### src/rtl/uart_tx_fifo1_param.sv
`default_nettype none
// ============================================================================
// Module   : uart_tx_fifo1_param
// Brief    : Parametrised UART transmitter with a one-word holding register so
//            frames can run back-to-back. Optional macro UART_TX_BREAK_EN adds
//            an i_break input for line-break / mark-after-break generation.
// Revision : 1.0 - initial release
// ============================================================================
module uart_tx_fifo1_param #(
    parameter int NB_BITS  = 8,
    parameter int SB_TICKS = 16,
    parameter int PARITY   = 0,
    parameter int NB_STOP  = 1
) (
    input  logic               i_clk,
    input  logic               i_rst,
    input  logic               i_rate,
    input  logic [NB_BITS-1:0] i_data,
    input  logic               i_data_ready,
`ifdef UART_TX_BREAK_EN
    input  logic               i_break,
`endif
    output logic               o_ready,
    output logic               o_tx,
    output logic               o_tx_done,
    output logic               o_busy
);

    localparam int TW = (SB_TICKS > 1) ? $clog2(SB_TICKS) : 1;
    localparam int BW = $clog2(NB_BITS + 1);
    localparam logic [TW-1:0] C_TICK_LAST = TW'(SB_TICKS - 1);
    localparam logic [BW-1:0] C_DATA_LAST = BW'(NB_BITS - 1);
    localparam logic [BW-1:0] C_STOP_LAST = BW'(NB_STOP - 1);
    localparam logic          C_PAR_EN    = (PARITY != 0);
    localparam logic          C_PAR_ODD   = (PARITY == 2);

    typedef enum logic [2:0] {
        S_IDLE  = 3'd0,
        S_START = 3'd1,
        S_DATA  = 3'd2,
        S_PAR   = 3'd3,
        S_STOP  = 3'd4
    } state_t;

    state_t               r_state;
    logic [TW-1:0]        r_tick;
    logic [BW-1:0]        r_bit_cnt;
    logic [NB_BITS-1:0]   r_shift;
    logic                 r_par;
    logic [NB_BITS-1:0]   r_hold_data;
    logic                 r_hold_valid;
    logic                 r_tx;
    logic                 r_done;
    logic                 r_busy;

    logic                 w_bit_end;
    logic                 w_accept;
    logic                 w_hold_block;
    logic                 w_stop_end;
    logic                 w_start;

`ifdef UART_TX_BREAK_EN
    localparam int MARK_TICKS = NB_STOP * SB_TICKS;
    localparam int MW = $clog2(MARK_TICKS);
    localparam logic [MW-1:0] C_MARK_LAST = MW'(MARK_TICKS - 1);

    logic          r_brk;
    logic          r_mark;
    logic [MW-1:0] r_mark_cnt;

    // Queued data is held back while the line is in break or mark-after-break.
    assign w_hold_block = i_break | r_brk | r_mark;
`else
    assign w_hold_block = 1'b0;
`endif

    assign w_bit_end  = i_rate && (r_tick == C_TICK_LAST);
    assign w_accept   = i_data_ready && !r_hold_valid;
    assign w_stop_end = (r_state == S_STOP) && w_bit_end && (r_bit_cnt == C_STOP_LAST);
    assign w_start    = r_hold_valid && !w_hold_block &&
                        ((r_state == S_IDLE) || w_stop_end);

    always_ff @(posedge i_clk or negedge i_rst) begin
        if (!i_rst) begin
            r_state      <= S_IDLE;
            r_tick       <= '0;
            r_bit_cnt    <= '0;
            r_shift      <= '0;
            r_par        <= 1'b0;
            r_hold_data  <= '0;
            r_hold_valid <= 1'b0;
            r_tx         <= 1'b1;
            r_done       <= 1'b0;
            r_busy       <= 1'b0;
`ifdef UART_TX_BREAK_EN
            r_brk        <= 1'b0;
            r_mark       <= 1'b0;
            r_mark_cnt   <= '0;
`endif
        end else begin
            r_done <= 1'b0;

            if (w_accept) begin
                r_hold_valid <= 1'b1;
                r_hold_data  <= i_data;
            end

            if ((r_state != S_IDLE) && i_rate) begin
                r_tick <= w_bit_end ? '0 : r_tick + 1'b1;
            end

            case (r_state)
                S_IDLE: begin
`ifdef UART_TX_BREAK_EN
                    if (i_break) begin
                        r_tx   <= 1'b0;
                        r_brk  <= 1'b1;
                        r_mark <= 1'b0;
                        r_busy <= 1'b1;
                    end else if (r_brk) begin
                        r_brk      <= 1'b0;
                        r_mark     <= 1'b1;
                        r_mark_cnt <= '0;
                        r_tx       <= 1'b1;
                        r_busy     <= 1'b1;
                    end else if (r_mark) begin
                        r_busy <= 1'b1;
                        if (i_rate) begin
                            if (r_mark_cnt == C_MARK_LAST) begin
                                r_mark <= 1'b0;
                            end else begin
                                r_mark_cnt <= r_mark_cnt + 1'b1;
                            end
                        end
                    end else begin
                        r_busy <= 1'b0;
                    end
`else
                    // Busy drops one clock after the done pulse.
                    r_busy <= 1'b0;
`endif
                end
                S_START: begin
                    if (w_bit_end) begin
                        r_state   <= S_DATA;
                        r_tx      <= r_shift[0];
                        r_bit_cnt <= '0;
                    end
                end
                S_DATA: begin
                    if (w_bit_end) begin
                        if (r_bit_cnt == C_DATA_LAST) begin
                            r_bit_cnt <= '0;
                            if (C_PAR_EN) begin
                                r_state <= S_PAR;
                                r_tx    <= r_par;
                            end else begin
                                r_state <= S_STOP;
                                r_tx    <= 1'b1;
                            end
                        end else begin
                            r_shift   <= r_shift >> 1;
                            r_tx      <= r_shift[1];
                            r_bit_cnt <= r_bit_cnt + 1'b1;
                        end
                    end
                end
                S_PAR: begin
                    if (w_bit_end) begin
                        r_state   <= S_STOP;
                        r_tx      <= 1'b1;
                        r_bit_cnt <= '0;
                    end
                end
                S_STOP: begin
                    if (w_bit_end) begin
                        if (r_bit_cnt == C_STOP_LAST) begin
                            r_done  <= 1'b1;
                            r_state <= S_IDLE;
                        end else begin
                            r_bit_cnt <= r_bit_cnt + 1'b1;
                        end
                    end
                end
                default: begin
                    r_state <= S_IDLE;
                    r_tx    <= 1'b1;
                end
            endcase

            // Launching a frame overrides the STOP->IDLE move so frames abut.
            if (w_start) begin
                r_state      <= S_START;
                r_shift      <= r_hold_data;
                r_par        <= (^r_hold_data) ^ C_PAR_ODD;
                r_hold_valid <= 1'b0;
                r_tick       <= '0;
                r_bit_cnt    <= '0;
                r_tx         <= 1'b0;
                r_busy       <= 1'b1;
            end
        end
    end

    assign o_ready   = !r_hold_valid;
    assign o_tx      = r_tx;
    assign o_tx_done = r_done;
    assign o_busy    = r_busy;

endmodule
`default_nettype wire

### config.mk
export PLATFORM = sky130hd
export DESIGN_NAME = uart_tx_fifo1_param
export DESIGN_NICKNAME = d
export VERILOG_FILES = /design/src/rtl/uart_tx_fifo1_param.sv
export SDC_FILE = /design/constraint.sdc
export NUM_CORES = 1
export LEC_CHECK = 0
export BUFFER_PORTS_ARGS = -buffer_cell sky130_fd_sc_hd__buf_2
export CAP_MARGIN = 20
export CORE_UTILIZATION = 50
export DETAILED_ROUTE_END_ITERATION = 16
export PLACE_DENSITY = 0.75
export SLEW_MARGIN = 20
export SYNTH_ARGS = -nofsm -noshare
export SYNTH_HDL_FRONTEND = slang
export SYNTH_SLANG_ARGS = --single-unit
### constraint.sdc
create_clock -name i_clk -period 4.6 [get_ports i_clk]
set_input_delay 0.69 -clock i_clk [delete_from_list [all_inputs] [get_ports i_clk]]
set_output_delay 0.69 -clock i_clk [all_outputs]
set_load 0.02 [all_outputs]
==> results of run 1 <==
## registers in the layout, indices dropped and copies added, names as in the netlist
signal / flops
o_busy: 1
o_tx: 1
o_tx_done: 1
r_bit_cnt: 4
r_hold_data: 8
r_hold_valid: 1
r_shift: 8
r_state: 3
r_tick: 4
## metal layers
layer	vias up	global-route usage, %	share of wire (%)
met4	0	7.82	1.2
met5	-	0	0
met2	31	33.7	49
met1	541	24.0	45
li1	550	-	-
met3	4	7.81	4.5
## layout by cell type (no fill, tap or decap), types with 2 or more instances in the layout
| cell | count |
|---|---|
| clkbuf_4 | 5 |
| dfrtp_1 | 30 |
| o21ai_0 | 9 |
| ha_1 | 3 |
| nor2b_1 | 3 |
| mux2_2 | 8 |
| o22ai_1 | 2 |
| o31ai_1 | 3 |
| nor3_1 | 2 |
| nor2_1 | 11 |
| mux2i_1 | 7 |
| nand3_1 | 2 |
| a211oi_1 | 3 |
| and3_1 | 3 |
| buf_2 | 15 |
| o21ai_2 | 2 |
| inv_1 | 7 |
| a21o_1 | 2 |
| a21oi_1 | 8 |
| nand2_1 | 12 |
| a211o_1 | 2 |
| nand2b_1 | 2 |
## synthesized netlist by cell type (all sizes together)
cell	count
nand3b	1
a211o	2
nor2	12
o31ai	4
or3b	1
nand3	2
and3b	1
ha	3
dfstp	1
and4	2
nand2b	2
a21oi	9
clkbuf	2
mux2	9
dfrtp	30
o21ai	12
nand2	12
nand4	1
a211oi	4
a22oi	1
nor4	1
xnor2	1
buf	6
o22ai	2
inv	7
nor2b	3
nor3	3
mux2i	7
a21o	2
nor3b	1
or2	1
and3	3
## worst max-delay path, cell delays in order, from the launching register on
cell and delay, ns:
dfrtp_1 0.40, ha_1 0.19, nand4_1 0.40, o21ai_2 0.32, and3_1 0.66, o21ai_0 0.25
## through the flow
stage / cells / utilization, % / instance area [um2] / worst slack (ns)
3_5_place_dp: 186 / 56.9 / 1620 / 2.02
2_1_floorplan: 148 / - / 1560 / 2.79
4_1_cts: 194 / 60.0 / 1710 / 2.25
6_report: 194 / 60.0 / 1710 / 2.24
3_3_place_gp: 186 / 56.9 / 1620 / 2.11
5_1_grt: 194 / 60.0 / 1710 / 1.95
## worst paths after layout
path	end	startpoint	slack, ns	cells after the start
hold / removal	r_shift[0]	i_rst	0.39	1
setup / recovery	r_shift[3]	r_tick[0]	2.24	5
max in group asynchronous	r_shift[1]	i_rst	3.77	1
min in group i_clk	r_shift[6]	r_hold_data[6]	0.47	2
hold reg to reg	r_shift[6]	r_hold_data[6]	0.47	2
setup reg to reg	r_shift[3]	r_tick[0]	2.24	5
## power breakdown
part,total (mW),switching (mW),internal (mW)
sequential,0.465,0.0835,0.381
clock,0.222,0.0937,0.128
combinational,0.275,0.144,0.130
total,0.962,0.322,0.640
## area by class of cell
class	instances	area [um2]
clock inverter	2	35.0
fill	255	1140
tap	31	38.8
multi-input combinational	102	707
inverter	7	26.3
timing repair buffer	15	75.1
sequential	31	777
clock buffer	6	51.3
## kinds of logic after synthesis
logic type               Yosys count  synth area share (%)
XOR/XNOR                           1                 0.563
flip-flops                        31                  50.0
multiplexers                      16                  11.3
AO/OA/AOI/OAI                     36                  15.4
AND/OR/NAND/NOR                   46                  15.9
adder cells (fa/ha/maj)            3                  2.41
buffers and inverters             15                  4.59
==> results_dict.tcl, run 1 <==
set metrics [dict create \
    status "finished clean" \
    io_pins 16 \
    final_nets 177 \
    htreeDepth 2 \
    synth.area.top_cells "dfrtp_1 48%, mux2_2 5.8%, mux2i_1 4.5%" \
    num_vias 1126 \
    wl_per_cell_um 14.3 \
    cts_root_buffer "clkbuf_4" \
    cts_setup_buffers 0 \
    total_power_uw 962 \
    leakage_nw 0.756 \
    area_growth_pct 9.98 \
    ys_seq_elements 31 \
    postCtsResizedCells 0 \
    worst_ep_arrival_time_ns 2.54 \
    synth.avg_cell_area_um2 10.5 \
    syn_area_um2 1560 \
    yosys_warnings 0 \
    grt_pass1_wl_um 5030 \
    firstDrtPassIters 4 \
    core_area_um2 2850 \
    routed_wl_um 2770 \
    fp.dieH_um 57.8 \
    grt_overflow_total 0 \
    rows 19 \
    syn_nets 163 \
    antenna_found_initial 0 \
    grtUsageTotal_pct 20.3 \
    hold_buffers 0 \
    slew_headroom_pct 52.1 \
    globalplace.congestion 0.831 \
    hpwl_um 1990 \
    io_buffer_count 15 \
    slew_viol_final 0 \
    setup_viol 0 \
    min_path_type "in -> async" \
    finClkSkew_ns 0.0125 \
    drv_cap 0 \
    cts_sinks 31 \
    min_period_ns 2.36 \
    worstPathRequired_ns 4.78 \
    crit_type "reg -> reg" \
    ys_seq_area_share_pct 50.0 \
    grt_max_degree 32 \
    synth.largest_area_cell "dfrtp_1" \
    fin_hold_ws_ns 0.393 \
    die_x_um 57.8 \
    syn-instance-count 148 \
    insertion_delay_ns 0.33 \
    critPathCaptureType "flop" \
    num_antenna_cells 0 \
    drc_errors 0 \
    worst_slew_pin_slew_ns 0.719 \
    synth_top_area_share_pct 48.3 \
    viasPerCell 5.80 \
    clock_path_buffers 2 \
    synth_cell_types 42 \
    drt_iter0_drc 23 \
    fmax_mhz 424 \
    grt_pass1_vias 1159 \
    clk_pin_slew_worst_paths_ns 0.10 \
    cp_max_fo 24 \
    worst_ir_drop_vdd_uv 285 \
    power_density_nw_per_um2 562 \
    cts_tree "yes" \
    cts_made_buffers 5 \
    ant_nets 0 \
    hold_violations 0 \
    tns_ns 0 \
    rsz0062_at_grt "false" \
    worstSetupStartpointType "flop" \
    period_share_pct 51.3 \
    drive_gt1_share_pct 26.4 \
    dieArea_um2 3340 \
    start_util_pct 54.5 \
]
Note: power is estimated with default switching activity, not from simulation.
==> inputs of run 2 (changes only) <==
--- a/config.mk
+++ b/config.mk
@@ -9,7 +9,7 @@
 export CAP_MARGIN = 20
 export CORE_UTILIZATION = 50
 export DETAILED_ROUTE_END_ITERATION = 16
-export PLACE_DENSITY = 0.75
+export PLACE_DENSITY = 0.78
 export SLEW_MARGIN = 20
 export SYNTH_ARGS = -nofsm -noshare
 export SYNTH_HDL_FRONTEND = slang
==> constraint.sdc (replaced) <==
create_clock -name i_clk -period 2 [get_ports i_clk]
set_input_delay 0.3 -clock i_clk [delete_from_list [all_inputs] [get_ports i_clk]]
set_output_delay 0.3 -clock i_clk [all_outputs]
set_load 0.02 [all_outputs]
==> run 2 against run 1 <==
The flow now finishes with violations (DRC, hold timing). Wire length rose by 9.9%. Critical path depth rose by 1. Clock skew fell by 0.0068 ns. Die area did not move. Non-clock buffer count rose by 8. Design area rose by 5.4%. Register-to-register slack got worse by 2.2 ns. Largest cell class unchanged. First-iteration DRC count rose to 2.7 times the previous value. Cell count rose by 4.1%. Count of clock-buffer cells in the layout did not move.
==> results_dict.tcl, run 2 (synthesis gave the netlist of run 1 again) <==
set metrics [dict create \
    status "finished with violations" \
    violations "DRC, hold timing" \
    wl_per_cell_um 15.1 \
    rows 19 \
    drv_cap 0 \
    cp_top_family "simple AND/OR/NAND/NOR gates" \
    switching_power_uw 784 \
    p_comb_share_pct 30.8 \
    seqPwrFrac_pct 46.3 \
    swShare_pct 34.0 \
    start_util_pct 54.5 \
    reg_top3 "r_hold_data: 8 flops, r_shift: 8 flops" \
    io_buffer_count 15 \
    dpl_cell_area_um2 1670 \
    cp_max_fo 5 \
    min_period_ns 1.92 \
    finClkSkew_ns 0.00576 \
    worst_ep_arrival_time_ns 2.15 \
    fin_hold_ws_ns -0.0157 \
    dieArea_um2 3340 \
    grt_pass1_vias 1175 \
    placed_cells 190 \
    drt_iter0_drc 61 \
    antenna_found_initial 0 \
    r2r_cells 6 \
    slew_headroom_pct 54.6 \
    busiest_layer "met2" \
    final_nets 185 \
    setup_viol 0 \
    worstSetupStartpointType "flop" \
    crit_chain "inv_1 -> ha_1 -> or3b_4 -> and4_4 -> a211o_1 -> mux2_4" \
    grt_overflow_total 0 \
    finalNonFillerCells 202 \
    htreeDepth 2 \
    fmax_mhz 521 \
    core_area_um2 2850 \
    drc_errors 2 \
    viasPerCell 5.95 \
    cts_tree "yes" \
    stdcell_area_um2 1800 \
    pre_cts_ws_ns 0.0456 \
    use_met2_pct 35.5 \
    cts_root_buffer "clkbuf_4" \
    final_common_cell "dfrtp_1" \
    grtUsageTotal_pct 21.3 \
    worst_ir_drop_vdd_uv 731 \
    total_power_mw 2.31 \
    hold_violations 19 \
    routed_wl_um 3050 \
    worstPathRequired_ns 2.23 \
    io_pins 16 \
    drive_gt1_share_pct 31.6 \
    num_antenna_cells 0 \
    min_path_type "in -> async" \
    insertion_delay_ns 0.34 \
    critPathCaptureType "flop" \
    use_met3_pct 5.13 \
    firstDrtPassIters 10 \
    fp.dieH_um 57.8 \
    period_share_pct 96.0 \
    grt_pass1_wl_um 5310 \
    worst_slew_pin_slew_ns 0.682 \
    p_int_mw 1.52 \
    ant_nets 0 \
    hold_buffers 0 \
    globalplace.congestion 0.811 \
    area_growth_pct 15.9 \
    crit_type "reg -> reg" \
    cp_slowest_cell "dfrtp_1" \
    hpwl_um 2080 \
    grt_use_met1_pct 26.2 \
    mostFrequentLayoutCells "30 x dfrtp_1, 15 x buf_2, 12 x nand2_1" \
    cts_made_buffers 5 \
    pwr-share-clk_pct 22.9 \
    slew_viol_final 0 \
    die_x_um 57.8 \
    fin_ws_ns 0.0807 \
    power_density_nw_per_um2 1280 \
    grt_max_degree 32 \
    clk_pin_slew_worst_paths_ns 0.10 \
    num_vias 1202 \
    cp.depth 6 \
    leakage_nw 0.797 \
    critPathMaxStageDelay_ns 0.43 \
    cts_sinks 31 \
    crit_buf_inv 1 \
    clock_path_buffers 2 \
]
run 2: final cells by class:
type | instances | area (um2)
inverter | 7 | 26.3
sequential | 31 | 777
fill | 234 | 1050
timing repair buffer | 23 | 148
multi-input combinational | 102 | 727
clock inverter | 2 | 35.0
tap | 31 | 38.8
clock buffer | 6 | 51.3
run 2: power by group through the flow:
| stage | Clock, mW | Combinational [mW] | Sequential [mW] |
|---|---|---|---|
| floorplan | 0 | 0.494 | 1.05 |
| global placement | 0 | 0.633 | 1.06 |
| detailed placement | 0 | 0.673 | 1.08 |
| CTS | 0.532 | 0.675 | 1.07 |
| global route | 0.560 | 0.803 | 1.11 |
| finish | 0.528 | 0.711 | 1.07 |
run 2: final timing paths:
kind | start | end | slack [ns]
max in group asynchronous | i_rst | r_hold_data[3] | 1.57
worst min-delay path | i_rst | r_tick[3] | -0.02
worst min register to register | o_tx | o_tx | 0.48
worst max-delay path | r_bit_cnt[0] | r_bit_cnt[1] | 0.08
min in group i_clk | i_data[6] | r_hold_data[6] | 0.18
worst max register to register | r_bit_cnt[0] | r_bit_cnt[1] | 0.08
run 2: repair_timing:
action                                  in CTS  in global routing
buffers inserted                             0                  4
endpoints found under the setup margin       0                 11
resized for setup                            0                  5
run 2: metrics by stage:
stage                     utilization, %  TNS, ns
after floorplan                        -        0
after global placement              58.4        0
after detailed placement            58.4        0
after CTS                           61.4        0
after global routing                63.2  -0.0262
final                               63.2        0
run 2: layer usage:
metal | part of all wire, % | routed length (um)
met4 | 2.4 | 72
met2 | 50 | 1510
met1 | 43 | 1330
met3 | 4.5 | 136
met5 | 0 | 0
==> inputs of run 3 (changes only) <==
--- a/config.mk
+++ b/config.mk
@@ -9,7 +9,7 @@
 export CAP_MARGIN = 20
 export CORE_UTILIZATION = 50
 export DETAILED_ROUTE_END_ITERATION = 16
-export PLACE_DENSITY = 0.78
+export PLACE_DENSITY = 0.8
 export SLEW_MARGIN = 20
 export SYNTH_ARGS = -nofsm -noshare
 export SYNTH_HDL_FRONTEND = slang
==> run 3 against run 2 <==
The run still ends with DRC, hold timing left. Sequential power hardly changed. Via count is 1.9% lower. Sequential share of layout area is 0.39 points higher. Clock power is 14% higher. First-iteration DRC count is 44% lower.
==> results_dict.tcl, run 3 (synthesis gave the netlist of run 1 again) <==
set metrics [dict create \
    slew_headroom_pct 55.6 \
    hold_buffers 0 \
    status "finished with violations" \
    final_nets 185 \
    io_pins 16 \
    insertion_delay_ns 0.33 \
    routed_wl_um 2830 \
    drc_errors 2 \
    core_area_um2 2850 \
    placed_cells 191 \
    leakage_nw 0.797 \
    total_power_mw 2.34 \
    grt_overflow_total 0 \
    fmax_mhz 518 \
    crit_chain "inv_1 -> ha_1 -> or3b_4 -> and4_4 -> a211o_1 -> mux2_4" \
    mostFrequentLayoutCells "30 x dfrtp_1, 15 x buf_2, 12 x nand2_1" \
    stdcell_area_um2 1790 \
    tns_ns 0 \
    cts_tree "yes" \
    setup_viol 0 \
    wl_per_cell_um 14.0 \
    drive_gt1_share_pct 29.8 \
    reg2reg_from "r_bit_cnt[0]" \
    worst_slew_pin_slew_ns 0.665 \
    power_density_nw_per_um2 1310 \
    period_share_pct 96.5 \
    worst_ep_arrival_time_ns 2.15 \
    drv_cap 0 \
    worst_ir_drop_vdd_uv 744 \
    finClkSkew_ns 0.00931 \
    clock_path_buffers 2 \
    r2r_setup_slack_ns 0.07 \
    hold_violations 1 \
    final_common_cell "dfrtp_1" \
    viasPerCell 5.84 \
    dpl_cell_area_um2 1660 \
    io_buffer_count 15 \
    cts_root_buffer "clkbuf_4" \
    start_util_pct 54.5 \
    grt_max_degree 32 \
    cts_made_buffers 5 \
    grt_pass1_wl_um 4830 \
    htreeDepth 2 \
    fin_hold_ws_ns -0.00539 \
    violations "DRC, hold timing" \
    worstPathRequired_ns 2.22 \
    critPathCaptureType "flop" \
    cts_sinks 31 \
    min_path_type "in -> async" \
    firstDrtPassIters 10 \
    clk_pin_slew_worst_paths_ns 0.10 \
    hpwl_um 2010 \
    finalNonFillerCells 202 \
    rows 19 \
    cp_slowest_cell "dfrtp_1" \
    globalplace.congestion 0.836 \
    dieArea_um2 3340 \
    critPathMaxStageDelay_ns 0.42 \
    num_antenna_cells 0 \
    slew_viol_final 0 \
    drt_iter0_drc 34 \
    crit_type "reg -> reg" \
    grt_pass1_vias 1138 \
    ant_nets 0 \
    grtUsageTotal_pct 19.4 \
    min_period_ns 1.93 \
    r2r_cells 6 \
    num_vias 1179 \
    worstSetupStartpointType "flop" \
    reg_top3 "r_hold_data: 8 flops, r_shift: 8 flops" \
    rsz0062_at_grt "true" \
    worstReg2RegEnd "r_bit_cnt[1]" \
    antenna_found_initial 0 \
    fp.dieH_um 57.8 \
    die_x_um 57.8 \
    area_growth_pct 14.9 \
    cp_max_fo 5 \
]
[run 3: power breakdown]
group,switching [mW],internal (mW)
clock network,0.212,0.390
registers,0.185,0.877
logic,0.340,0.332
[run 3: layout make-up]
class / instances / area [um2]
fillers: 234 / 1070
flip-flops and latches: 31 / 777
multi-input cells: 102 / 708
repair buffers: 23 / 135
clock inverters: 2 / 60.1
clock buffers: 6 / 41.3
well taps: 31 / 38.8
inverters: 7 / 26.3
[run 3: metrics by stage]
step	setup slack [ns]	util [%]
final	0.0697	62.6
after floorplan	0.189	-
after detailed placement	0.0451	58.2
after global routing	-0.0319	62.6
after global placement	0.144	58.2
after CTS	0.0169	61.8
[run 3: worst max-delay path, delay by kind of cell, from the launching register on]
kind / cells / cell delay [ns]
DFF: 1 / 0.42
adders and majority gates: 1 / 0.15
AOI/OAI and AO/OA: 1 / 0.26
and+or+nand+nor: 2 / 0.61
muxes: 1 / 0.30
buffers and inverters: 1 / 0.08
[run 3: worst max path at each step]
stage | startpoint | end | slack, ns | cells after the start
global placement | r_bit_cnt[0] | r_shift[4] | 0.14 | 6
floorplan | r_bit_cnt[0] | r_bit_cnt[1] | 0.19 | 6
finish | r_bit_cnt[0] | r_bit_cnt[1] | 0.07 | 6
global route | r_tick[1] | r_bit_cnt[3] | -0.03 | 7
detailed placement | r_tick[0] | r_bit_cnt[3] | 0.05 | 7
CTS | r_bit_cnt[0] | r_shift[3] | 0.02 | 6
[run 3: per-layer routing]
metal | routed length [um] | global-route usage (%) | up-vias
li1 | - | - | 566
met1 | 1200 | 21.9 | 581
met2 | 1490 | 35.2 | 25
met3 | 100 | 5.36 | 7
met4 | 39 | 7.14 | 0
met5 | 0 | 0 | -
[run 3: timing repair]
action,in CTS,in global routing
setup endpoints to repair,0,11
setup buffers,0,3
resized for setup,0,1
